==> src/rtl/imem_load_ctrl.sv <==
// imem_load_ctrl: loads a program into a small instruction memory over a
// valid/ready word stream. It holds the CPU until the load completes, and
// serves instruction fetches from the same memory once the load is done.
//
// Ports
//   clk          single clock, rising edge
//   rst          synchronous, active-high reset (memory contents are kept)
//   start        one-cycle load request; count is sampled with it
//   count[5:0]   number of words to load, valid range 1..DEPTH
//   wr_valid     qualifies wr_data
//   wr_data      program word (or trailing checksum word)
//   wr_ready     controller accepts a word this cycle
//   fetch_addr   CPU fetch byte address; the word index is fetch_addr[6:2]
//   fetch_instr  memory word at fetch_addr; reads as NOP (0) while busy
//   busy         load in progress
//   done         program loaded, CPU may run
//   cpu_hold     CPU must stay stalled or held in reset
//   err          sticky error flag for the last load attempt
//
// Configuration
//   IMEM_LOAD_CHECKSUM_EN  when defined, the program words are followed by
//                          one checksum word, which must equal the XOR of
//                          all program words. On a mismatch the load ends
//                          with err=1 in IDLE.
//
// state | meaning
// IDLE  | no valid program, CPU held
// LOAD  | accepting program words
// CHECK | accepting the checksum word (checksum build only)
// RUN   | program loaded, CPU released

module imem_load_ctrl #(
  parameter int DEPTH = 32
) (
  input  logic        clk,
  input  logic        rst,
  input  logic        start,
  input  logic [5:0]  count,
  input  logic        wr_valid,
  input  logic [31:0] wr_data,
  output logic        wr_ready,
  input  logic [31:0] fetch_addr,
  output logic [31:0] fetch_instr,
  output logic        busy,
  output logic        done,
  output logic        cpu_hold,
  output logic        err
);

  localparam logic [5:0] MAX_CNT = 6'(DEPTH);

  typedef enum logic [1:0] {
    S_IDLE  = 2'd0,
    S_LOAD  = 2'd1,
    S_RUN   = 2'd2
`ifdef IMEM_LOAD_CHECKSUM_EN
    ,S_CHECK = 2'd3
`endif
  } state_t;

  state_t      state, state_nx;
  logic [4:0]  idx;
  logic [5:0]  remain;
  logic [31:0] mem [0:DEPTH-1];

  logic hs;
  logic start_ok;
  logic ld_init;
  logic err_set;
  logic wr_word;

  // Only the word-index bits of the fetch address select a word.
  logic unused_addr_bits;
  assign unused_addr_bits = ^{fetch_addr[31:7], fetch_addr[1:0]};

`ifdef IMEM_LOAD_CHECKSUM_EN
  logic [31:0] xsum;
`endif

  assign hs       = wr_valid & wr_ready;
  assign start_ok = (count != 6'd0) && (count <= MAX_CNT);
  // The checksum word is consumed in CHECK and never lands in memory.
  assign wr_word  = hs && (state == S_LOAD);

  always_ff @(posedge clk) begin
    if (rst) state <= S_IDLE;
    else     state <= state_nx;
  end

  always_comb begin
    state_nx = state;
    wr_ready = 1'b0;
    busy     = 1'b0;
    done     = 1'b0;
    cpu_hold = 1'b1;
    ld_init  = 1'b0;
    err_set  = 1'b0;
    case (state)
      S_IDLE, S_RUN: begin
        if (state == S_RUN) begin
          done     = 1'b1;
          cpu_hold = 1'b0;
        end
        if (start) begin
          if (start_ok) begin
            ld_init  = 1'b1;
            state_nx = S_LOAD;
          end else begin
            err_set  = 1'b1;
            state_nx = S_IDLE;
          end
        end
      end
      S_LOAD: begin
        busy     = 1'b1;
        wr_ready = 1'b1;
        // remain is a down-counter; terminal count 1 marks the last word.
        if (hs && remain == 6'd1) begin
`ifdef IMEM_LOAD_CHECKSUM_EN
          state_nx = S_CHECK;
`else
          state_nx = S_RUN;
`endif
        end
      end
`ifdef IMEM_LOAD_CHECKSUM_EN
      S_CHECK: begin
        busy     = 1'b1;
        wr_ready = 1'b1;
        if (hs) begin
          if (wr_data == xsum) begin
            state_nx = S_RUN;
          end else begin
            err_set  = 1'b1;
            state_nx = S_IDLE;
          end
        end
      end
`endif
      default: state_nx = S_IDLE;
    endcase
  end

  always_ff @(posedge clk) begin
    if (rst) begin
      idx    <= '0;
      remain <= '0;
      err    <= 1'b0;
    end else begin
      if (ld_init) begin
        idx    <= '0;
        remain <= count;
      end else if (wr_word) begin
        idx    <= idx + 5'd1;
        remain <= remain - 6'd1;
      end
      if (ld_init)      err <= 1'b0;
      else if (err_set) err <= 1'b1;
    end
  end

`ifdef IMEM_LOAD_CHECKSUM_EN
  always_ff @(posedge clk) begin
    if (rst)          xsum <= '0;
    else if (ld_init) xsum <= '0;
    else if (wr_word) xsum <= xsum ^ wr_data;
  end
`endif

  // Memory has no reset, so a reset never destroys a loaded program; a
  // word presented together with rst is dropped.
  always_ff @(posedge clk) begin
    if (!rst && wr_word) mem[idx] <= wr_data;
  end

  assign fetch_instr = busy ? 32'h0000_0000 : mem[fetch_addr[6:2]];

endmodule

==> config.mk <==
export PLATFORM = sky130hd
export DESIGN_NAME = imem_load_ctrl
export DESIGN_NICKNAME = d
export VERILOG_FILES = /design/src/rtl/imem_load_ctrl.sv
export SDC_FILE = /design/constraint.sdc
export NUM_CORES = 1
export LEC_CHECK = 0
export ABC_AREA = 1
export CAP_MARGIN = 15
export CORE_AREA = 2 2 311 313
export DETAILED_ROUTE_END_ITERATION = 16
export DIE_AREA = 0 0 313 315
export GPL_TIMING_DRIVEN = 0
export HOLD_SLACK_MARGIN = 0.12
export REMOVE_ABC_BUFFERS = 1
export SLEW_MARGIN = 20
export SYNTH_ARGS = -nofsm -noshare
export SYNTH_HDL_FRONTEND = slang
export SYNTH_SLANG_ARGS = --single-unit
export TNS_END_PERCENT = 30
==> constraint.sdc <==
create_clock -name clk -period 5.67 [get_ports clk]
set_input_delay 1.134 -clock clk [delete_from_list [all_inputs] [get_ports clk]]
set_output_delay 1.134 -clock clk [all_outputs]
set_load 0.005 [all_outputs]
==> results.ini, run 1 <==
[power]
leakage_nw=17.6
cellPowerDensity_nw_per_um2=329
peakVddDrop_v=0.000252

[critical_path]
r2r-start=state[0]
cp-endpoint=fetch_instr[24]
cp_data_arrival_time_ns=4.23
startpoint_type=primary input
reg2reg_depth=11
crit_required_ns=4.54
crit_type=primary input to primary output
reg2reg_to=mem[31][0]
crit_start=fetch_addr[2]
crit_path_max_fanout=90
cp-end-kind=primary output
reg2reg_slack_ns=1.99

[timing]
fin_setup_tns_ns=0
worstMarginPinSlew_ns=1.12
slew_violations=0
rsz0062_at_grt=false
max_freq_mhz=186
fin_crit_sh_pct=94.6
min_period_ns=5.37
hold_viol_final=0
setup_violations=0
hold_slack_ns=0.495
clock_skew_ns=0.0233
slew_headroom_pct=25.2

[global_route]
antenna_found_initial=2
top_usage_layer=met2
grt_use_met2_pct=35.9
grt.total_usage_pct=22.5
grt_use_met3_pct=3.10
grt_pass1_wl_um=165000
gr-usage-met1_pct=32.4
grt_overflow=0
grt_pass1_vias=25700
grt_max_degree=117

[clocking]
cts.clk_slew.worst_paths_ns=0.05
cts_tree=done
clk_path_buf_depth=3
worstSkewPairLatency_ns=0.67
clock-sinks=1038
clockRootBuffer=clkbuf_16
cts_buffers=105
cts_setup_buffers=0
cts.htree.levels=3

[final_layout]
drive_gt1_share_pct=7.84
mostFrequentLayoutCells=1280 x nand2_1, 1024 x edfxtp_1, 696 x nand3_1, 228 x nor2_1, 108 x clkbuf_16
final_common_cell=nand2_1
fill_cells=7959
fin_nets=3792
regArea_um2=31000
area_growth_syn_to_layout_pct=16.1
multi_input_area_um2=10200

[synthesis]
yosysTopAreaCell=edfxtp_1
yosysSeqAreaShare_pct=72.9
synth.area.mux_share_pct=0
syn_area_um2=42600
synth_top_family_by_area=simple AND/OR/NAND/NOR gates
synth_xor_area_share_pct=0.0823
synth_cells=3654
synthSimpleGateAreaFrac_pct=22.0
synthAdderAreaFrac_pct=0.176
synth_compound_area_share_pct=1.25
ys_seq_elements=1038
syn_avg_cell_area_um2=11.6
synth_warnings=0
synth_cell_types=27
synth.area.top_cells=edfxtp_1 72%, nand2_1 11%, nand3_1 8.2%, nor2_1 2.3%, buf_2 1.1%
yosys.area.top_type_share_pct=72.3

[route]
routed_wl_um=112000
vias_per_cell=5.43
wl_per_cell_um=22.0
vias=27600
drt-initial-drc-count=3052
ant_nets=0
drc_errors=0
drtPass1Iterations=6

[status]
status=finished, final reports clean

[hold_path]
hold_path.class=flip-flop to flip-flop

[floorplanning]
die_x_um=313
dieArea_um2=98600
pin_count=111
die_y_um=315
start_util_pct=44.5
coreArea_um2=95700
row_count=114

[place]
hpwl_um=61400
port_buffers=83
finalWeightedCongestion=0.710

[run]
max_cap_viol_count=0

## worst min-delay path by stage
stage | start | end | depth (start not counted)
2_1_floorplan | err | err | 2
3_3_place_gp | err | err | 2
3_5_place_dp | err | err | 2
4_1_cts | err | err | 2
5_1_grt | err | err | 2
6_report | err | err | 2
## where the power goes
part / switching, mW / internal [mW] / leakage (nW)
Combinational: 0.676 / 0.323 / 6.67
Sequential: 0.00563 / 8.44 / 9.32
Clock: 2.89 / 3.91 / 1.66
Total: 3.57 / 12.7 / 17.6
## Yosys cell counts, drive strengths merged
cell    instances
edfxtp       1024
ha              6
a21oi          11
xnor2           2
nor3            1
nor2          260
nor4            1
nand2        1280
a21boi          2
o21ai          92
inv            25
xor2            2
nand4           8
or2             1
nor3b           2
nand3         696
dfxtp          14
buf           197
clkbuf         30
## kinds of logic (layout without fill, tap and decap cells)
logic type / Yosys count / after routing
compound gates: 105 / 105
xor+xnor: 4 / 4
fa+ha+maj: 6 / 6
buf+inv: 252 / 398
simple gates: 2249 / 2249
other cells: 0 / 1
flops: 1038 / 1038
## repair_timing
action | CTS | global route
gates cloned | 2 | 1
endpoints found under the setup margin | 16 | 14
gates resized for setup | 0 | 0
pin swaps | 0 | 0
hold buffers | 0 | 0
## critical path, cell delays in order
cell and delay [ns]:
buf_8 0.20, inv_16 0.24, buf_16 0.35, buf_16 0.33, buf_16 0.32, nand2_1 0.13
nand3_1 0.09, nand3_1 0.08, nand2_1 0.11, nand2_1 0.06, nand3_1 0.13, nand2_1 0.10
nor2_1 0.23, clkdlybuf4s50_1 0.56
## sequential cells by signal, indices dropped and copies added, names as in the netlist
name,cells
mem,1024
err,1
idx,5
state,2
remain,6
## metal layers
metal / up-vias / wire length [um]
li1: 12800 / -
met1: 13500 / 48600
met2: 1049 / 52000
met3: 189 / 8300
met4: 2 / 2780
met5: - / 12
## metrics by stage
step           instance area (um2)  total power, mW  worst slack (ns)  instances  util, %
2_1_floorplan                41100             9.06             0.316       3427        -
3_5_place_dp                 46000             9.60            -0.400       4878     48.0
4_1_cts                      49400             16.3            0.0676       5075     51.6
5_1_grt                      49400             16.7            0.0261       5076     51.6
3_3_place_gp                 43500             9.81            -25.35       4786     45.5
6_report                     49400             16.2             0.304       5077     51.6
## final cells by class
type                    instances  share of cell area (%)
flip-flops and latches       1038                    62.8
multi-input cells            2364                    20.7
repair buffers                178                    6.14
clock buffers                 127                    5.57
well taps                    1276                    3.23
clock inverters                68                    1.26
inverters                      25                   0.268
diodes                          1                 0.00507
Note: power is estimated with default switching activity, not from simulation.
==> run 2: changes to the inputs <==
--- a/config.mk
+++ b/config.mk
@@ -7,11 +7,15 @@
 export LEC_CHECK = 0
 export ABC_AREA = 1
 export CAP_MARGIN = 15
+export CELL_PAD_IN_SITES_DETAIL_PLACEMENT = 1
+export CELL_PAD_IN_SITES_GLOBAL_PLACEMENT = 1
 export CORE_AREA = 2 2 311 313
+export CTS_BUF_LIST = sky130_fd_sc_hd__clkbuf_4 sky130_fd_sc_hd__clkbuf_8
 export DETAILED_ROUTE_END_ITERATION = 16
 export DIE_AREA = 0 0 313 315
 export GPL_TIMING_DRIVEN = 0
 export HOLD_SLACK_MARGIN = 0.12
+export PLACE_DENSITY_LB_ADDON = 0.1
 export REMOVE_ABC_BUFFERS = 1
 export SLEW_MARGIN = 20
 export SYNTH_ARGS = -nofsm -noshare
==> run 2 against run 1 <==
Cell count increased by 2.3%. Critical path depth stayed put. Combinational power about the same. Largest cell class unchanged. Global-route usage increased by 3.8 points. Critical endpoint is now fetch_instr[30].
==> results.ini, run 2 (synthesis gave the netlist of run 1 again) <==
[critical_path]
worstPathBufferInverterCount=7  ; +1
slowest_stage=clkdlybuf4s50_1
reg2reg_depth=11  ; unchanged
cp-end-kind=primary output
cp_common_cell=buf_16
cp_data_arrival_time_ns=4.36  ; +0.13 ns
crit_path_max_fanout=101  ; +12%
path_delay_family=buffers and inverters
crit_type=primary input to primary output
max_stage_delay_ns=0.59  ; +0.03 ns
crit_chain=buf_16 -> buf_16 -> buf_16 -> inv_8 -> buf_16 -> buf_16 -> nand3_1 -> nand3_1 -> nand2_1 -> nand2_1 -> nand3_1 -> nand2_1 -> nor2_1 -> clkdlybuf4s50_1
startpoint_type=primary input
crit_required_ns=4.54  ; about the same
cp_num_cells=14  ; unchanged

[timing]
fin_crit_sh_pct=96.8  ; +2.2 points
rsz0062_at_grt=false
min_period_ns=5.49  ; +0.124 ns
slew_violations=0  ; unchanged
fin_ws_ns=0.179  ; -0.124 ns
hold_viol_final=0  ; unchanged
worstMarginPinSlew_ns=1.10  ; -0.0186 ns
setup_violations=0  ; unchanged
max_freq_mhz=182  ; -2.3%
clock_skew_ns=0.0238  ; +0.000509 ns
slew_headroom_pct=26.4  ; +1.2 points

[floorplanning]
die_x_um=313  ; unchanged
row_count=114  ; unchanged
die_y_um=315  ; unchanged
start_util_pct=44.5  ; unchanged
pin_count=111  ; unchanged
dieArea_um2=98600  ; unchanged
coreArea_um2=95700  ; unchanged

[power]
cellPowerDensity_nw_per_um2=322  ; -2.2%
peakVddDrop_v=0.000208  ; -17%
total_power_mw=15.9  ; -1.9%
leakage_nw=17.8  ; +0.95%

[final_layout]
final_common_cell=nand2_1
drive_gt1_share_pct=10.6  ; +2.8 points
fin_util_pct=51.8  ; +0.14 points
largest_reg_flops=1024  ; unchanged
mostFrequentLayoutCells=1280 x nand2_1, 1024 x edfxtp_1, 696 x nand3_1, 228 x nor2_1, 178 x clkbuf_8
reg.largest.list=mem (1024), remain (6), idx (5)
fill_cells=9892  ; +24%
top_register=mem
area_growth_syn_to_layout_pct=16.4
fin_nets=3866  ; +2.0%

[clocking]
worstSkewPairLatency_ns=0.84  ; +0.17 ns
cts_setup_buffers=0  ; unchanged
clockRootBuffer=clkbuf_8
clock-sinks=1038  ; unchanged
cts_buffers=173  ; +65%
cts.htree.levels=4  ; +1
cts_tree=done
cts.clk_slew.worst_paths_ns=0.06  ; about the same
clk_path_buf_depth=3  ; unchanged

[global_route]
grt_pass1_wl_um=191000  ; +15%
grt_max_degree=144  ; +23%
antenna_found_initial=1  ; -1
grt.total_usage_pct=26.3  ; +3.8 points
grt_pass1_vias=30900  ; +20%
grt_overflow=0  ; unchanged

[route]
vias=29200  ; +5.8%
wl_per_cell_um=24.9  ; +13%
drtPass1Iterations=5  ; -1
vias_per_cell=5.61  ; +3.4%
drt-initial-drc-count=2503  ; -18%
ant_nets=0  ; unchanged
routed_wl_um=129000  ; +16%
drc_errors=0  ; unchanged

[place]
preCtsSetupSlack_ns=-0.482  ; -0.0815 ns
port_buffers=83  ; unchanged
finalWeightedCongestion=0.725  ; +2.0%
hpwl_um=75100  ; +22%

[hold_path]
hold_path.class=flip-flop to flip-flop
min_path_cells=2  ; unchanged

[run]
max_cap_viol_count=0  ; unchanged

[status]
status=finished, final reports clean

[run 2: changes by cell type in the layout (fill, tap and decap cells not counted), moves of 3 or more]
cell / delta
bufinv_16: -6
clkinv_2: -11
clkinv_1: +23
clkbuf_4: +54
clkbuf_8: +178
clkbuf_16: -107
buf_16: +5
inv_6: +3
clkdlybuf4s50_1: -3
clkbuf_1: -20
[run 2: path summary, 6_finish.rpt]
check	startpoint	endpoint	slack, ns
setup reg to reg	state[0]	mem[31][16]	1.56
setup / recovery	fetch_addr[3]	fetch_instr[30]	0.18
hold / removal	err	err	0.51
hold reg to reg	err	err	0.51
[run 2: area by class of cell]
class	instances	area, um2	share of cell area [%]
flip-flops and latches	1038	31000	62.6
multi-input cells	2364	10200	20.6
well taps	1276	1600	3.22
repair buffers	184	3220	6.49
clock buffers	232	2860	5.76
clock inverters	76	472	0.952
inverters	25	135	0.273
diodes	1	2.50	0.00505
[run 2: worst min-delay path, delay by kind of cell, from the launching register on]
kind,cells,cell delay [ns]
AND/OR/NAND/NOR,2,0.15
flip-flops,1,0.32
[run 2: timing repair]
action,in CTS,in global routing
resized for setup,2,0
pin swaps,0,0
gates cloned,3,1
hold buffers,0,0
setup endpoints to repair,14,2
[run 2: per-layer routing]
| metal | GRT usage (%) | share of wire (%) |
|---|---|---|
| met1 | 34.5 | 42 |
| met2 | 44.2 | 49 |
| met3 | 4.39 | 5.7 |
| met4 | 9.85 | 3.2 |
| met5 | 0 | 0 |
[run 2: power by group]
group | switching [mW] | internal, mW | total, mW
registers | 0.00655 | 8.44 | 8.45
logic | 0.706 | 0.324 | 1.03
clock network | 3.00 | 3.45 | 6.45
[run 2: stage by stage]
| stage | TNS (ns) | hold slack, ns | instance area (um2) | cells |
|---|---|---|---|---|
| 6_report | 0 | 0.514 | 49500 | 5196 |
| 5_1_grt | 0 | 0.533 | 49500 | 5196 |
| 4_1_cts | 0 | 0.521 | 49500 | 5194 |
| 3_5_place_dp | -4.15 | 0.510 | 46100 | 4883 |
| 3_3_place_gp | -2202.68 | 0.502 | 43500 | 4786 |
| 2_1_floorplan | 0 | 0.480 | 41100 | 3427 |
